`config.mk`:
```
export PLATFORM = sky130hd
export DESIGN_NAME = ddr_cmd_scheduler
export DESIGN_NICKNAME = d
export VERILOG_FILES = /design/src/rtl/ddr_cmd_scheduler.sv
export SDC_FILE = /design/constraint.sdc
export NUM_CORES = 1
export LEC_CHECK = 0
export BUFFER_PORTS_ARGS = -buffer_cell sky130_fd_sc_hd__buf_2
export CORE_MARGIN = 10
export CORE_UTILIZATION = 30
export CTS_BUF_LIST = sky130_fd_sc_hd__clkbuf_16
export CTS_CLUSTER_DIAMETER = 150
export DETAILED_ROUTE_END_ITERATION = 16
export SETUP_SLACK_MARGIN = 0.2
export SLEW_MARGIN = 20
export SYNTH_ARGS = -nofsm -noshare
export SYNTH_HDL_FRONTEND = slang
export SYNTH_SLANG_ARGS = --single-unit
```
`constraint.sdc`:
```
create_clock -name clk -period 4.7 [get_ports clk]
set_input_delay 0.235 -clock clk [delete_from_list [all_inputs] [get_ports clk]]
set_output_delay 0.235 -clock clk [all_outputs]
set_load 0.01 [all_outputs]
```
`src/rtl/ddr_cmd_scheduler.sv`:
```
// Timing-aware DDR4 command scheduler: packs host commands into 4-slot 128-bit beats.
// Define SCHED_REF_EN to include the periodic precharge-all + refresh injector.
module ddr_cmd_scheduler #(
   parameter int unsigned T_RCD        = 16,
   parameter int unsigned T_RP         = 16,
   parameter int unsigned T_RAS        = 39,
   parameter int unsigned T_RFC        = 420,
   parameter int unsigned REF_INTERVAL = 1950
) (
   input  logic         clk,
   input  logic         rst,
   input  logic [31:0]  S_AXIS_TDATA,
   input  logic         S_AXIS_TVALID,
   output logic         S_AXIS_TREADY,
   output logic [127:0] M_AXIS_TDATA,
   output logic         M_AXIS_TVALID,
   input  logic         M_AXIS_TREADY,
   output logic         err_illegal,
   output logic         ref_busy,
   output logic [1:0]   o_ref_state
);
   localparam logic [2:0] OP_NOP = 3'd0, OP_PRE = 3'd1, OP_ACT = 3'd2;
   localparam logic [2:0] OP_RD  = 3'd3, OP_WR  = 3'd4, OP_REF = 3'd5;
   localparam logic [9:0] L_RCD = 10'(T_RCD), L_RP = 10'(T_RP);
   localparam logic [9:0] L_RAS = 10'(T_RAS), L_RFC = 10'(T_RFC);

   // Handshake: host beat moves on S_AXIS_TVALID && S_AXIS_TREADY at clk; output beat
   // is consumed on M_AXIS_TVALID && M_AXIS_TREADY and otherwise held stable.

   function automatic logic [9:0] f_need(input logic [9:0] t_a, input logic [9:0] e_a,
                                         input logic [9:0] t_b, input logic [9:0] e_b);
      logic [9:0] a, b;
      a = (t_a > e_a) ? t_a - e_a : 10'd0;
      b = (t_b > e_b) ? t_b - e_b : 10'd0;
      return (a > b) ? a : b;
   endfunction

   function automatic logic [9:0] f_next_e(input logic [9:0] e, input logic hit,
                                           input logic [1:0] slot);
      if (hit) return 10'd4 - {8'd0, slot};
      return (e > 10'd1019) ? 10'd1023 : e + 10'd4;
   endfunction

   logic          r_head_v;
   logic [31:0]   r_head;
   logic [9:0]    r_e_act, r_e_pre, r_e_ref;
   logic          r_err;
   logic [127:0]  r_tdata;
   logic          r_tvalid;

   logic          w_advance, w_cand_v, w_from_head, w_fit, w_place, w_head_issued;
   logic          w_accept, w_keep, w_ref_block;
   logic [31:0]   w_cand;
   logic [9:0]    w_need;
   logic [1:0]    w_slot;
   logic [127:0]  w_beat;

`ifdef SCHED_REF_EN
   typedef enum logic [1:0] {ST_IDLE = 2'd0, ST_PALL = 2'd1, ST_REF = 2'd2} ref_state_t;
   ref_state_t    r_state;
   logic          r_ref_pending;
   logic [15:0]   r_int_cnt;
   logic          w_expire;

   assign w_ref_block = r_ref_pending || (r_state != ST_IDLE);
   assign w_expire    = (r_int_cnt == 16'(REF_INTERVAL - 1));
   assign ref_busy    = w_ref_block;
   assign o_ref_state = r_state;

   always_ff @(posedge clk) begin
      if (rst) begin
         r_state       <= ST_IDLE;
         r_ref_pending <= 1'b0;
         r_int_cnt     <= 16'd0;
      end else begin
         r_int_cnt <= w_expire ? 16'd0 : r_int_cnt + 16'd1;
         case (r_state)
            ST_IDLE: if (r_ref_pending) r_state <= ST_PALL;
            ST_PALL: if (w_place) r_state <= ST_REF;
            ST_REF: begin
               if (w_place) begin
                  r_state       <= ST_IDLE;
                  r_ref_pending <= 1'b0;
               end
            end
            default: r_state <= ST_IDLE;
         endcase
         // A fresh expiry wins over the clear so no request is lost.
         if (w_expire) r_ref_pending <= 1'b1;
      end
   end
`else
   assign w_ref_block = 1'b0;
   assign ref_busy    = 1'b0;
   assign o_ref_state = 2'd0;
`endif

   always_comb begin
      w_cand_v    = r_head_v;
      w_cand      = r_head;
      w_from_head = r_head_v;
`ifdef SCHED_REF_EN
      if (r_state == ST_PALL) begin
         w_cand_v    = 1'b1;
         w_cand      = 32'h0000_0081;
         w_from_head = 1'b0;
      end else if (r_state == ST_REF) begin
         w_cand_v    = 1'b1;
         w_cand      = {29'd0, OP_REF};
         w_from_head = 1'b0;
      end else if (r_ref_pending) begin
         w_cand_v    = 1'b0;
         w_from_head = 1'b0;
      end
`endif
      case (w_cand[2:0])
         OP_ACT:        w_need = f_need(L_RP,  r_e_pre, L_RFC, r_e_ref);
         OP_RD, OP_WR:  w_need = f_need(L_RCD, r_e_act, L_RFC, r_e_ref);
         OP_PRE:        w_need = f_need(L_RAS, r_e_act, L_RFC, r_e_ref);
         OP_REF:        w_need = f_need(L_RP,  r_e_pre, L_RFC, r_e_ref);
         default:       w_need = 10'd0;
      endcase
   end

   assign w_advance     = !r_tvalid || M_AXIS_TREADY;
   assign w_fit         = (w_need < 10'd4);
   assign w_slot        = w_need[1:0];
   assign w_place       = w_advance && w_cand_v && w_fit;
   assign w_head_issued = w_place && w_from_head;
   assign w_beat        = {96'd0, w_cand} << {w_slot, 5'd0};

   assign S_AXIS_TREADY = (!r_head_v || w_head_issued) && !w_ref_block;
   assign w_accept      = S_AXIS_TVALID && S_AXIS_TREADY;
   // NOP and illegal opcodes never occupy the head, so they cannot produce a slot.
   assign w_keep        = (S_AXIS_TDATA[2:0] != OP_NOP) && (S_AXIS_TDATA[2:0] <= OP_REF);

   always_ff @(posedge clk) begin
      if (rst) begin
         r_head_v <= 1'b0;
         r_head   <= 32'd0;
         r_e_act  <= 10'd1023;
         r_e_pre  <= 10'd1023;
         r_e_ref  <= 10'd1023;
         r_err    <= 1'b0;
         r_tdata  <= 128'd0;
         r_tvalid <= 1'b0;
      end else begin
         if (w_head_issued) r_head_v <= 1'b0;
         if (w_accept && w_keep) begin
            r_head_v <= 1'b1;
            r_head   <= S_AXIS_TDATA;
         end
         if (w_accept && (S_AXIS_TDATA[2:0] > OP_REF)) r_err <= 1'b1;
         // Elapsed counters only move on advance; a stall freezes them.
         if (w_advance) begin
            r_tdata  <= w_place ? w_beat : 128'd0;
            r_tvalid <= w_place;
            r_e_act  <= f_next_e(r_e_act, w_place && (w_cand[2:0] == OP_ACT), w_slot);
            r_e_pre  <= f_next_e(r_e_pre, w_place && (w_cand[2:0] == OP_PRE), w_slot);
            r_e_ref  <= f_next_e(r_e_ref, w_place && (w_cand[2:0] == OP_REF), w_slot);
         end
      end
   end

   assign M_AXIS_TDATA  = r_tdata;
   assign M_AXIS_TVALID = r_tvalid;
   assign err_illegal   = r_err;
endmodule
```
==> summary.md, run 1 <==
| Metric | Value |
|---|---|
| Synth top area cells | dfxtp_1 40%, nand3b_1 7.6%, ha_1 6.3% |
| Post-Syn Instances | 1110 |
| Worst r2r dst | M_AXIS_TDATA[97] |
| Crit Path Category | reg -> reg |
| Starting Density | 0.305 |
| Most common library cells after synthesis | 193 x dfxtp_1, 99 x nand2_1, 98 x nand3b_1 |
| Dpl cells | 1634 |
| Critical Path Start | r_e_act[3] |
| DP HPWL | 20500 microns |
| Worst EP arrival | 4.63 ns |
| Worst R2R Path Depth | 16 |
| Post-synth ARST share | 0 |
| Final hold vios | 0 |
| Mapped Area | 9660 sq um |
| Drt wl/cell | 17.2 microns |
| Static Leak | 0.00477 uW |
| Hold Crit Class | in -> reg |
| Vias post-DR | 8545 |
| Clk_skew | 0.0103 ns |
| Sw Pwr | 1480 uW |
| Die area | 39800 sq um |
| Total GRT Usage | 0.142 |
| Combinational share of power | 0.249 |
| Number of fill cells in the layout | 3224 |
| Status | finished clean |
| Die width | 199 microns |
| Vias/cell | 5.11 |
| Port bufs | 166 |
| Final nets | 1342 |
| Slew margin rel. | 0.347 |
| IO Pins | 170 |
| First-pass GRT wire length | 45800 microns |
| Critical Path RT | 5.05 ns |
| Root Buffer | clkbuf_16 |
| Peak Freq | 234 MHz |
| Number of global-route vias before repair | 8314 |
| Crit start category | flop |
| Flop pwr share | 0.429 |
| Unrepaired setup endpoints after global routing | no |
| Clock latency on the worst-skew pair | 0.44 ns |
| Fin Setup TNS | 0 ns |
| Register area share after synthesis | 0.400 |
| Number of flops mapped to enable cells by yosys | 0 |
| Gpl congestion | 0.854 |
| Number of buffers created by CTS | 17 |
| Initial antenna violation count | 2 |
| Final setup viols | 0 |
| MaxCap Viol Count | 0 |
| Top cell type's share of synthesized area | 0.400 |
| Internal power | 3030 uW |
| Most common cell in the netlist | dfxtp_1 |
| Largest net degree at the start of global routing | 110 |
| Max FO, Critical Path | 32 |
| Warnings, synthesis | 0 |
| Remaining Overflow, GRT | 0 |
| Clock transition at the registers of the reported paths | 0.07 ns |
| Post-Syn Area per Cell | 8.70 sq um |
| Crit end category | flop |
| Share of layout cells above drive strength 1 | 0.224 |
| Total Routed Length | 28800 microns |
| Initial DRT Pass Iterations | 5 |
| CP endpoint | M_AXIS_TDATA[97] |
| Worst-Margin Slew | 0.980 ns |
| Row Count | 65 |
| # H-tree levels | 4 |
| Sink Count | 193 |
| Setup slack, reg-to-reg | 0.42 ns |
| Slew Viols, Final | 0 |
| Longest Clk Path Bufs | 2 |
| Period minus WS final | 4.28 ns |
| ANT nets after route | 0 |
| #FFs+latches synth | 193 |
| Pwr Density | 388 nW/um^2 |
| Initial DRC Count | 564 |
| Fin crit share | 0.910 |
| Worst R2R Start | r_e_act[3] |
| Area Growth Syn to Fin | 20.5% |
| Yosys top cell by area | dfxtp_1 |
| CTS tree | done |
| Die Span Y | 199 microns |
| Drt drc | 0 |
| Worst vdd ir | 0.256 mV |
| Post-synth top flop | dfxtp_1 |
| Non-filler cells, final | 1673 |
| Core area | 31600 sq um |
| Clock share of power | 0.322 |
| Sw frac | 0.329 |
| Post-synth cell types | 66 |
-- registers in the layout (all words and copies together) (netlist names) --
signal         flops
M_AXIS_TDATA     128
M_AXIS_TVALID      1
err_illegal        1
r_e_act           10
r_e_pre           10
r_e_ref           10
r_head            32
r_head_v           1
-- through the flow --
stage / setup slack (ns) / hold slack (ns) / power, uW / area, sq um / util
2_1_floorplan: 0.387 / 0.391 / 2780 / 9710 / -
3_3_place_gp: 0.196 / 0.438 / 3030 / 10900 / 0.344
3_5_place_dp: 0.136 / 0.445 / 3030 / 10900 / 0.344
4_1_cts: 0.201 / 0.0391 / 4480 / 11500 / 0.363
5_1_grt: 0.183 / 0.0440 / 4770 / 11600 / 0.368
6_report: 0.423 / 0.0493 / 4510 / 11600 / 0.368
-- what timing repair did --
| item | in CTS | in global routing |
|---|---|---|
| pin swaps | 0 | 4 |
| hold buffers | 0 | 0 |
| resized for setup | 4 | 25 |
| endpoints found under the setup margin | 18 | 163 |
| buffers inserted | 0 | 5 |
| cloned | 0 | 1 |
-- final cells by class --
cell class              count  area, sq um  share of cell area
multi-input cells         818         5480               0.471
well taps                 402          503              0.0432
clock inverters            15          159              0.0137
diodes                      1         2.50            0.000215
clock buffers              17          425              0.0366
inverters                  28          105             0.00903
flip-flops and latches    193         3870               0.332
repair buffers            199         1100              0.0946
-- worst max-delay path: stages (launching register included) --
cell,delay (ns)
dfxtp_1,0.39
inv_1,0.14
ha_1,0.21
inv_1,0.07
nor3_1,0.25
a21oi_2,0.13
and2_1,0.18
ha_1,0.29
a21oi_1,0.16
o21ai_1,0.10
a2111oi_2,0.45
nor2_1,0.12
a41o_1,0.29
or4b_4,0.59
or3b_1,0.43
buf_8,0.21
o31ai_1,0.20
-- layer usage --
layer  track usage  up-vias  share of wire
li1              -     4244              -
met1         0.192     4068           0.47
met2         0.221      211           0.47
met3        0.0355       22          0.060
met4        0.0362        0         0.0095
met5             0        -              0
-- power groups by stage --
stage,logic [uW],clock network (uW),registers (uW)
detailed placement,1070,0,1960
finish,1120,1450,1930
global route,1260,1550,1960
CTS,1080,1480,1920
floorplan,898,0,1880
global placement,1070,0,1960
-- worst min path at each step --
stage | from | endpoint | slack [ns] | depth (start not counted)
after global placement | M_AXIS_TDATA[26] | M_AXIS_TDATA[26] | 0.44 | 2
after CTS | S_AXIS_TDATA[27] | r_head[27] | 0.04 | 3
after detailed placement | M_AXIS_TDATA[23] | M_AXIS_TDATA[23] | 0.45 | 2
after global routing | S_AXIS_TDATA[13] | r_head[13] | 0.04 | 3
final | S_AXIS_TDATA[27] | r_head[27] | 0.05 | 3
after floorplan | S_AXIS_TDATA[1] | r_head[1] | 0.39 | 2
-- layout by cell type, fill, tap and decap left out, types with 4 or more instances in the layout --
cell	instances
mux2i_1	37
nor4_1	8
a31oi_1	4
clkbuf_16	17
xnor2_1	9
and2_1	7
nand3_1	13
ha_1	48
nand4_1	13
or3_1	34
o21a_1	4
o21ai_1	46
nand2b_1	76
o21ai_0	56
buf_2	165
o21ai_2	20
o31ai_1	6
buf_4	32
and3_1	7
xor2_1	5
dfxtp_1	191
nand2_1	99
nor2_1	35
conb_1	15
nand3b_1	98
a21oi_1	65
clkinvlp_4	4
a211oi_1	16
a22oi_1	5
nor3_1	21
inv_1	28
or4_1	4
-- logic make-up (layout without fill, tap and decap cells) --
group / after synthesis / in the layout / share of synthesized area
AOI/OAI and AO/OA: 264 / 264 / 0.171
xor gates and xnor gates: 14 / 14 / 0.0127
DFF: 193 / 193 / 0.400
buffers and inverters: 114 / 259 / 0.0530
muxes: 37 / 37 / 0.0383
adders and majority gates: 49 / 49 / 0.0635
and+or+nand+nor: 438 / 439 / 0.261
other: 1 / 16 / 0.000388
(Power assumes the default switching activity.)
==> inputs of run 2 (changes only) <==
--- a/config.mk
+++ b/config.mk
@@ -11,6 +11,7 @@
 export CTS_BUF_LIST = sky130_fd_sc_hd__clkbuf_16
 export CTS_CLUSTER_DIAMETER = 150
 export DETAILED_ROUTE_END_ITERATION = 16
+export REMOVE_ABC_BUFFERS = 1
 export SETUP_SLACK_MARGIN = 0.2
 export SLEW_MARGIN = 20
 export SYNTH_ARGS = -nofsm -noshare
==> constraint.sdc (replaced) <==
create_clock -name clk -period 4.7 [get_ports clk]
set_input_delay 0.705 -clock clk [delete_from_list [all_inputs] [get_ports clk]]
set_output_delay 0.705 -clock clk [all_outputs]
set_load 0.01 [all_outputs]
==> run 2 against run 1 <==
Compared with the run above:
- design area grew 2.2%
- largest power group unchanged
- first-iteration DRC count shrank 0.18%
- flip-flop and latch count is the same
- global-route usage grew 0.34 points
- utilization grew 0.82 points
- critical path type is now reg -> out
==> summary.md, run 2 (synthesis results as in run 1) <==
| Metric | Value |
|---|---|
| Status | finished clean |
| Hold Path Stages | 2 |
| Final setup viols | 0 |
| DP HPWL | 20200 microns |
| Crit path max-delay cell type | or4_4 |
| Worst Hold Endpoint | M_AXIS_TDATA[21] |
| Starting Density | 0.305 |
| Max FO, Critical Path | 5 |
| Final setup margin | 0.329 ns |
| Critical-path cell list | or4_4 -> or3_4 -> nor2_4 -> ha_1 -> nand4_1 -> a211oi_4 -> a2111oi_4 -> o41ai_2 -> a21oi_1 -> buf_4 -> o31ai_4 -> buf_6 -> buf_4 |
| Total Routed Length | 29600 microns |
| Fin Setup TNS | 0 ns |
| Worst R2R Start | r_e_act[9] |
| Most common cell after layout, fill and taps aside | dfxtp_1 |
| Initial antenna violation count | 0 |
| Worst-Margin Slew | 1.12 ns |
| Number of flip-flops in the largest register | 128 |
| Unrepaired setup endpoints after global routing | yes |
| Final core utilization | 0.376 |
| MaxCap Viol Count | 0 |
| CP dominant cell by count | buf_4 |
| CP bufs+invs | 3 |
| CTS tree | done |
| Vias/cell | 5.08 |
| Port bufs | 166 |
| CP top delay family | simple AND/OR/NAND/NOR gates |
| Worst vdd ir | 0.207 mV |
| Clock latency on the worst-skew pair | 0.43 ns |
| Row Count | 65 |
| # H-tree levels | 4 |
| Total GRT Usage | 0.146 |
| First-pass GRT wire length | 46600 microns |
| Longest Clk Path Bufs | 2 |
| Worst R2R Path Depth | 13 |
| Root Buffer | clkbuf_16 |
| Slew margin rel. | 0.252 |
| Largest net degree at the start of global routing | 132 |
| Final nets | 1359 |
| Number of buffers created by CTS | 17 |
| Setup slack, reg-to-reg | 0.37 ns |
| Dpl ws | 0.115 ns |
| Period minus WS final | 4.37 ns |
| Most frequent cells in the layout | 185 x dfxtp_1, 164 x buf_2, 98 x nand2_1, 98 x nand3b_1, 76 x nand2b_1 |
| ANT nets after route | 0 |
| Drt wl/cell | 17.5 microns |
| Drt drc | 0 |
| Vias post-DR | 8573 |
| Die area | 39800 sq um |
| Final hold vios | 0 |
| Initial DRT Pass Iterations | 4 |
| Hold Crit Class | reg -> reg |
| Critical Path RT | 3.99 ns |
| Crit start category | flop |
| Clock transition at the registers of the reported paths | 0.07 ns |
| Peak Freq | 229 MHz |
| Worst r2r dst | r_e_ref[0] |
| Sink Count | 193 |
| Fin crit share | 0.930 |
| Max incr delay on CP | 0.53 ns |
| Static Leak | 0.00487 uW |
| Hold path start | M_AXIS_TDATA[21] |
| Slew Viols, Final | 0 |
| Share of layout cells above drive strength 1 | 0.246 |
| Remaining Overflow, GRT | 0 |
| IO Pins | 170 |
| Pwr Density | 382 nW/um^2 |
| Crit Path Category | reg -> out |
| Core area | 31600 sq um |
| Crit end category | output port |
| Worst EP arrival | 3.67 ns |
| Die Span Y | 199 microns |
| Initial DRC Count | 563 |
| Gpl congestion | 0.865 |
| Die width | 199 microns |
| Clk_skew | 0.00865 ns |
| Area Growth Syn to Fin | 23.2% |
| Number of global-route vias before repair | 8448 |
[run 2: cell count changes in the layout (fill, tap and decap cells not counted), sizes merged]
cell / change
and2: +1
buf: +17
clkinv: +3
clkinvlp: -4
or3: -1
[run 2: timing repair]
item	4_1_cts	5_1_grt
pin swaps	4	18
setup buffers	4	7
endpoints found under the setup margin	71	92
gates resized for setup	17	41
hold buffers	0	0
cloned	0	1
[run 2: stage by stage]
| step | cells | total power, uW | hold WS, ns | area, sq um |
|---|---|---|---|---|
| after floorplan | 1038 | 2720 | 0.470 | 9300 |
| after global placement | 1645 | 3050 | 0.436 | 11000 |
| after detailed placement | 1645 | 3070 | 0.441 | 11000 |
| after CTS | 1680 | 4510 | 0.449 | 11700 |
| after global routing | 1688 | 4810 | 0.467 | 11900 |
| final | 1689 | 4550 | 0.448 | 11900 |
[run 2: cell type report]
cell class              instances  area, sq um
flip-flops and latches        193         3880
clock inverters                14          126
repair buffers                216         1260
inverters                      28          105
well taps                     402          503
diodes                          1         2.50
clock buffers                  17          425
fillers                      3233        19700
multi-input cells             818         5600
[run 2: worst max-delay path by stage]
stage	startpoint	end	slack (ns)	cells after the start
after floorplan	M_AXIS_TREADY	r_e_pre[9]	-2.19	3
after global placement	r_e_ref[0]	M_AXIS_TDATA[97]	0.23	16
after detailed placement	r_e_ref[2]	M_AXIS_TDATA[97]	0.12	16
after CTS	r_e_act[9]	S_AXIS_TREADY	0.21	12
after global routing	r_e_act[3]	S_AXIS_TREADY	0.14	16
final	r_e_pre[5]	S_AXIS_TREADY	0.33	13
[run 2: per-layer routing]
layer / track usage / routed length [microns] / vias up
li1: - / - / 4256
met1: 0.182 / 13500 / 4098
met2: 0.234 / 13700 / 191
met3: 0.0466 / 1910 / 28
met4: 0.0437 / 488 / 0
met5: 0 / 0 / -
[run 2: tightest hold or removal path, stage by stage, from the launching register on]
cell	delay [ns]
dfxtp_1	0.31
nand2_1	0.05
a21oi_1	0.05
[run 2: report_power, final]
part           switching [uW]  leakage (uW)  total (uW)  internal (uW)
sequential                163       0.00156        1920           1760
combinational             693       0.00303        1210            520
clock                     640      0.000281        1410            771
==> inputs of run 3 (changes only) <==
--- a/config.mk
+++ b/config.mk
@@ -6,11 +6,14 @@
 export NUM_CORES = 1
 export LEC_CHECK = 0
 export BUFFER_PORTS_ARGS = -buffer_cell sky130_fd_sc_hd__buf_2
+export CELL_PAD_IN_SITES_DETAIL_PLACEMENT = 0
+export CELL_PAD_IN_SITES_GLOBAL_PLACEMENT = 1
 export CORE_MARGIN = 10
 export CORE_UTILIZATION = 30
 export CTS_BUF_LIST = sky130_fd_sc_hd__clkbuf_16
-export CTS_CLUSTER_DIAMETER = 150
+export CTS_CLUSTER_DIAMETER = 100
 export DETAILED_ROUTE_END_ITERATION = 16
+export PLACE_DENSITY_LB_ADDON = 0.1
 export REMOVE_ABC_BUFFERS = 1
 export SETUP_SLACK_MARGIN = 0.2
 export SLEW_MARGIN = 20
==> run 3 against run 2 <==
Compared with the run above:
- non-clock buffer count up 11
- fmax decreased by 0.56%
- flip-flop and latch count did not move
- clock power barely moved
- clock-buffer cell count unchanged
- clock skew is 0.0057 ns higher
- utilization rose by 0.43 points
- design area grew 1.1%
- sequential power about the same
- first-iteration DRC count fell by 11%
- critical path depth increased by 1
==> summary.md, run 3 (synthesis results as in run 1) <==
| Metric | Value |
|---|---|
| Crit path max-delay cell type | or4_4 |
| CTS tree | done |
| Unrepaired setup endpoints after global routing | yes |
| IO Pins | 170 |
| # H-tree levels | 4 |
| Largest net degree at the start of global routing | 147 |
| Setup slack, reg-to-reg | 0.42 ns |
| Port bufs | 166 |
| Initial DRC Count | 502 |
| Number of buffers created by CTS | 17 |
| Sw Pwr | 1540 uW |
| Slew Viols, Final | 0 |
| Total GRT Usage | 0.155 |
| Die area | 39800 sq um |
| Drt drc | 0 |
| Die Span Y | 199 microns |
| Remaining Overflow, GRT | 0 |
| Number of global-route vias before repair | 8492 |
| Internal power | 3090 uW |
| Final hold vios | 0 |
| Fin crit share | 0.935 |
| Max incr delay on CP | 0.54 ns |
| Flop pwr share | 0.411 |
| First-pass GRT wire length | 48900 microns |
| Root Buffer | clkbuf_16 |
| Initial DRT Pass Iterations | 4 |
| Number of flip-flops in the largest register | 128 |
| Sw frac | 0.333 |
| Sink Count | 193 |
| Worst vdd ir | 0.220 mV |
| Final instance area | 12000 sq um |
| Vias post-DR | 8507 |
| Peak Freq | 228 MHz |
| ANT nets after route | 0 |
| Worst-Margin Slew | 0.853 ns |
| Vias/cell | 5.00 |
| Drt wl/cell | 18.4 microns |
| Combinational share of power | 0.278 |
| Gpl congestion | 0.805 |
| Status | finished clean |
| Core area | 31600 sq um |
| DP HPWL | 21400 microns |
| Most common cell after layout, fill and taps aside | dfxtp_1 |
| Critical-path cell list | or4_4 -> or3_4 -> nor2_2 -> ha_1 -> a21oi_1 -> o21ai_1 -> a2111oi_4 -> buf_4 -> o21ai_0 -> a21oi_1 -> buf_4 -> o31ai_2 -> buf_4 -> buf_6 |
| Clock latency on the worst-skew pair | 0.44 ns |
| Non-filler cells, final | 1701 |
| Final setup viols | 0 |
| Final nets | 1370 |
| Starting Density | 0.305 |
| Hold Crit Class | reg -> reg |
| Min Hold Slack | 0.451 ns |
| Crit Path Category | reg -> out |
| Longest Clk Path Bufs | 2 |
| Initial antenna violation count | 2 |
| Final core utilization | 0.380 |
| Crit start category | flop |
| MaxCap Viol Count | 0 |
| Pwr Density | 384 nW/um^2 |
| Clock share of power | 0.310 |
| Share of layout cells above drive strength 1 | 0.265 |
| Dpl ws | -0.0192 ns |
| Clk_skew | 0.0144 ns |
| Crit end category | output port |
| Row Count | 65 |
| Area Growth Syn to Fin | 24.6% |
| Placed cell area | 11100 sq um |
| Slew margin rel. | 0.431 |
| Period minus WS final | 4.40 ns |
| CP dominant cell by count | buf_4 |
| Most frequent cells in the layout | 186 x dfxtp_1, 164 x buf_2, 98 x nand3b_1 |
| Dpl cells | 1658 |
| Static Leak | 0.00495 uW |
| Worst EP arrival | 3.69 ns |
| Clock transition at the registers of the reported paths | 0.08 ns |
| CP top delay family | compound AO/OA/AOI/OAI gates |
| Total Routed Length | 31300 microns |
| CP bufs+invs | 4 |
| Max FO, Critical Path | 5 |
| Die width | 199 microns |
| Final setup margin | 0.305 ns |
| Critical Path RT | 3.99 ns |
## run 3: per-layer routing
metal,GRT usage,part of all wire,vias up
li1,-,-,4281
met1,0.205,0.48,4063
met2,0.240,0.46,143
met3,0.0478,0.055,18
met4,0.0370,0.0090,2
met5,0,0.00038,-
## run 3: power by group through the flow
stage | Sequential (uW) | Combinational [uW] | Clock [uW]
after floorplan | 1930 | 792 | 0
after global placement | 1920 | 1220 | 0
after detailed placement | 1920 | 1200 | 0
after CTS | 1890 | 1230 | 1480
after global routing | 1920 | 1440 | 1540
final | 1900 | 1290 | 1430
## run 3: area by class of cell
type / instances / area [sq um]
timing repair buffer: 227 / 1350
inverter: 28 / 105
clock inverter: 15 / 141
antenna: 1 / 2.50
fill: 3267 / 19600
clock buffer: 17 / 425
multi-input combinational: 818 / 5630
tap: 402 / 503
sequential: 193 / 3880
## run 3: what timing repair did
action | 4_1_cts | 5_1_grt
setup endpoints to repair | 66 | 106
pin swaps | 10 | 25
hold buffers | 0 | 0
setup buffers | 4 | 5
gates resized for setup | 17 | 49
gates cloned | 0 | 1
## run 3: path summary, 6_finish.rpt
path	end	from	depth (start not counted)
worst min register to register	M_AXIS_TDATA[17]	M_AXIS_TDATA[17]	2
worst max-delay path	S_AXIS_TREADY	r_e_act[9]	14
worst max register to register	M_AXIS_TDATA[94]	r_e_pre[5]	14
worst min-delay path	M_AXIS_TDATA[17]	M_AXIS_TDATA[17]	2
## run 3: worst register-to-register path: stages, from the launching register on
cell	delay, ns
dfxtp_4	0.36
or4_4	0.54
or3_4	0.44
nor2_4	0.18
ha_4	0.23
a21oi_2	0.14
o21ai_2	0.09
a2111oi_4	0.43
or2_4	0.20
a21oi_2	0.06
or4b_1	0.61
buf_12	0.23
or3_4	0.37
buf_6	0.20
o21ai_1	0.15
## run 3: through the flow
| stage | total power (uW) | TNS (ns) |
|---|---|---|
| after detailed placement | 3120 | -0.0422 |
| after floorplan | 2720 | -181.93 |
| after CTS | 4600 | 0 |
| after global placement | 3140 | 0 |
| final | 4620 | 0 |
| after global routing | 4910 | 0 |
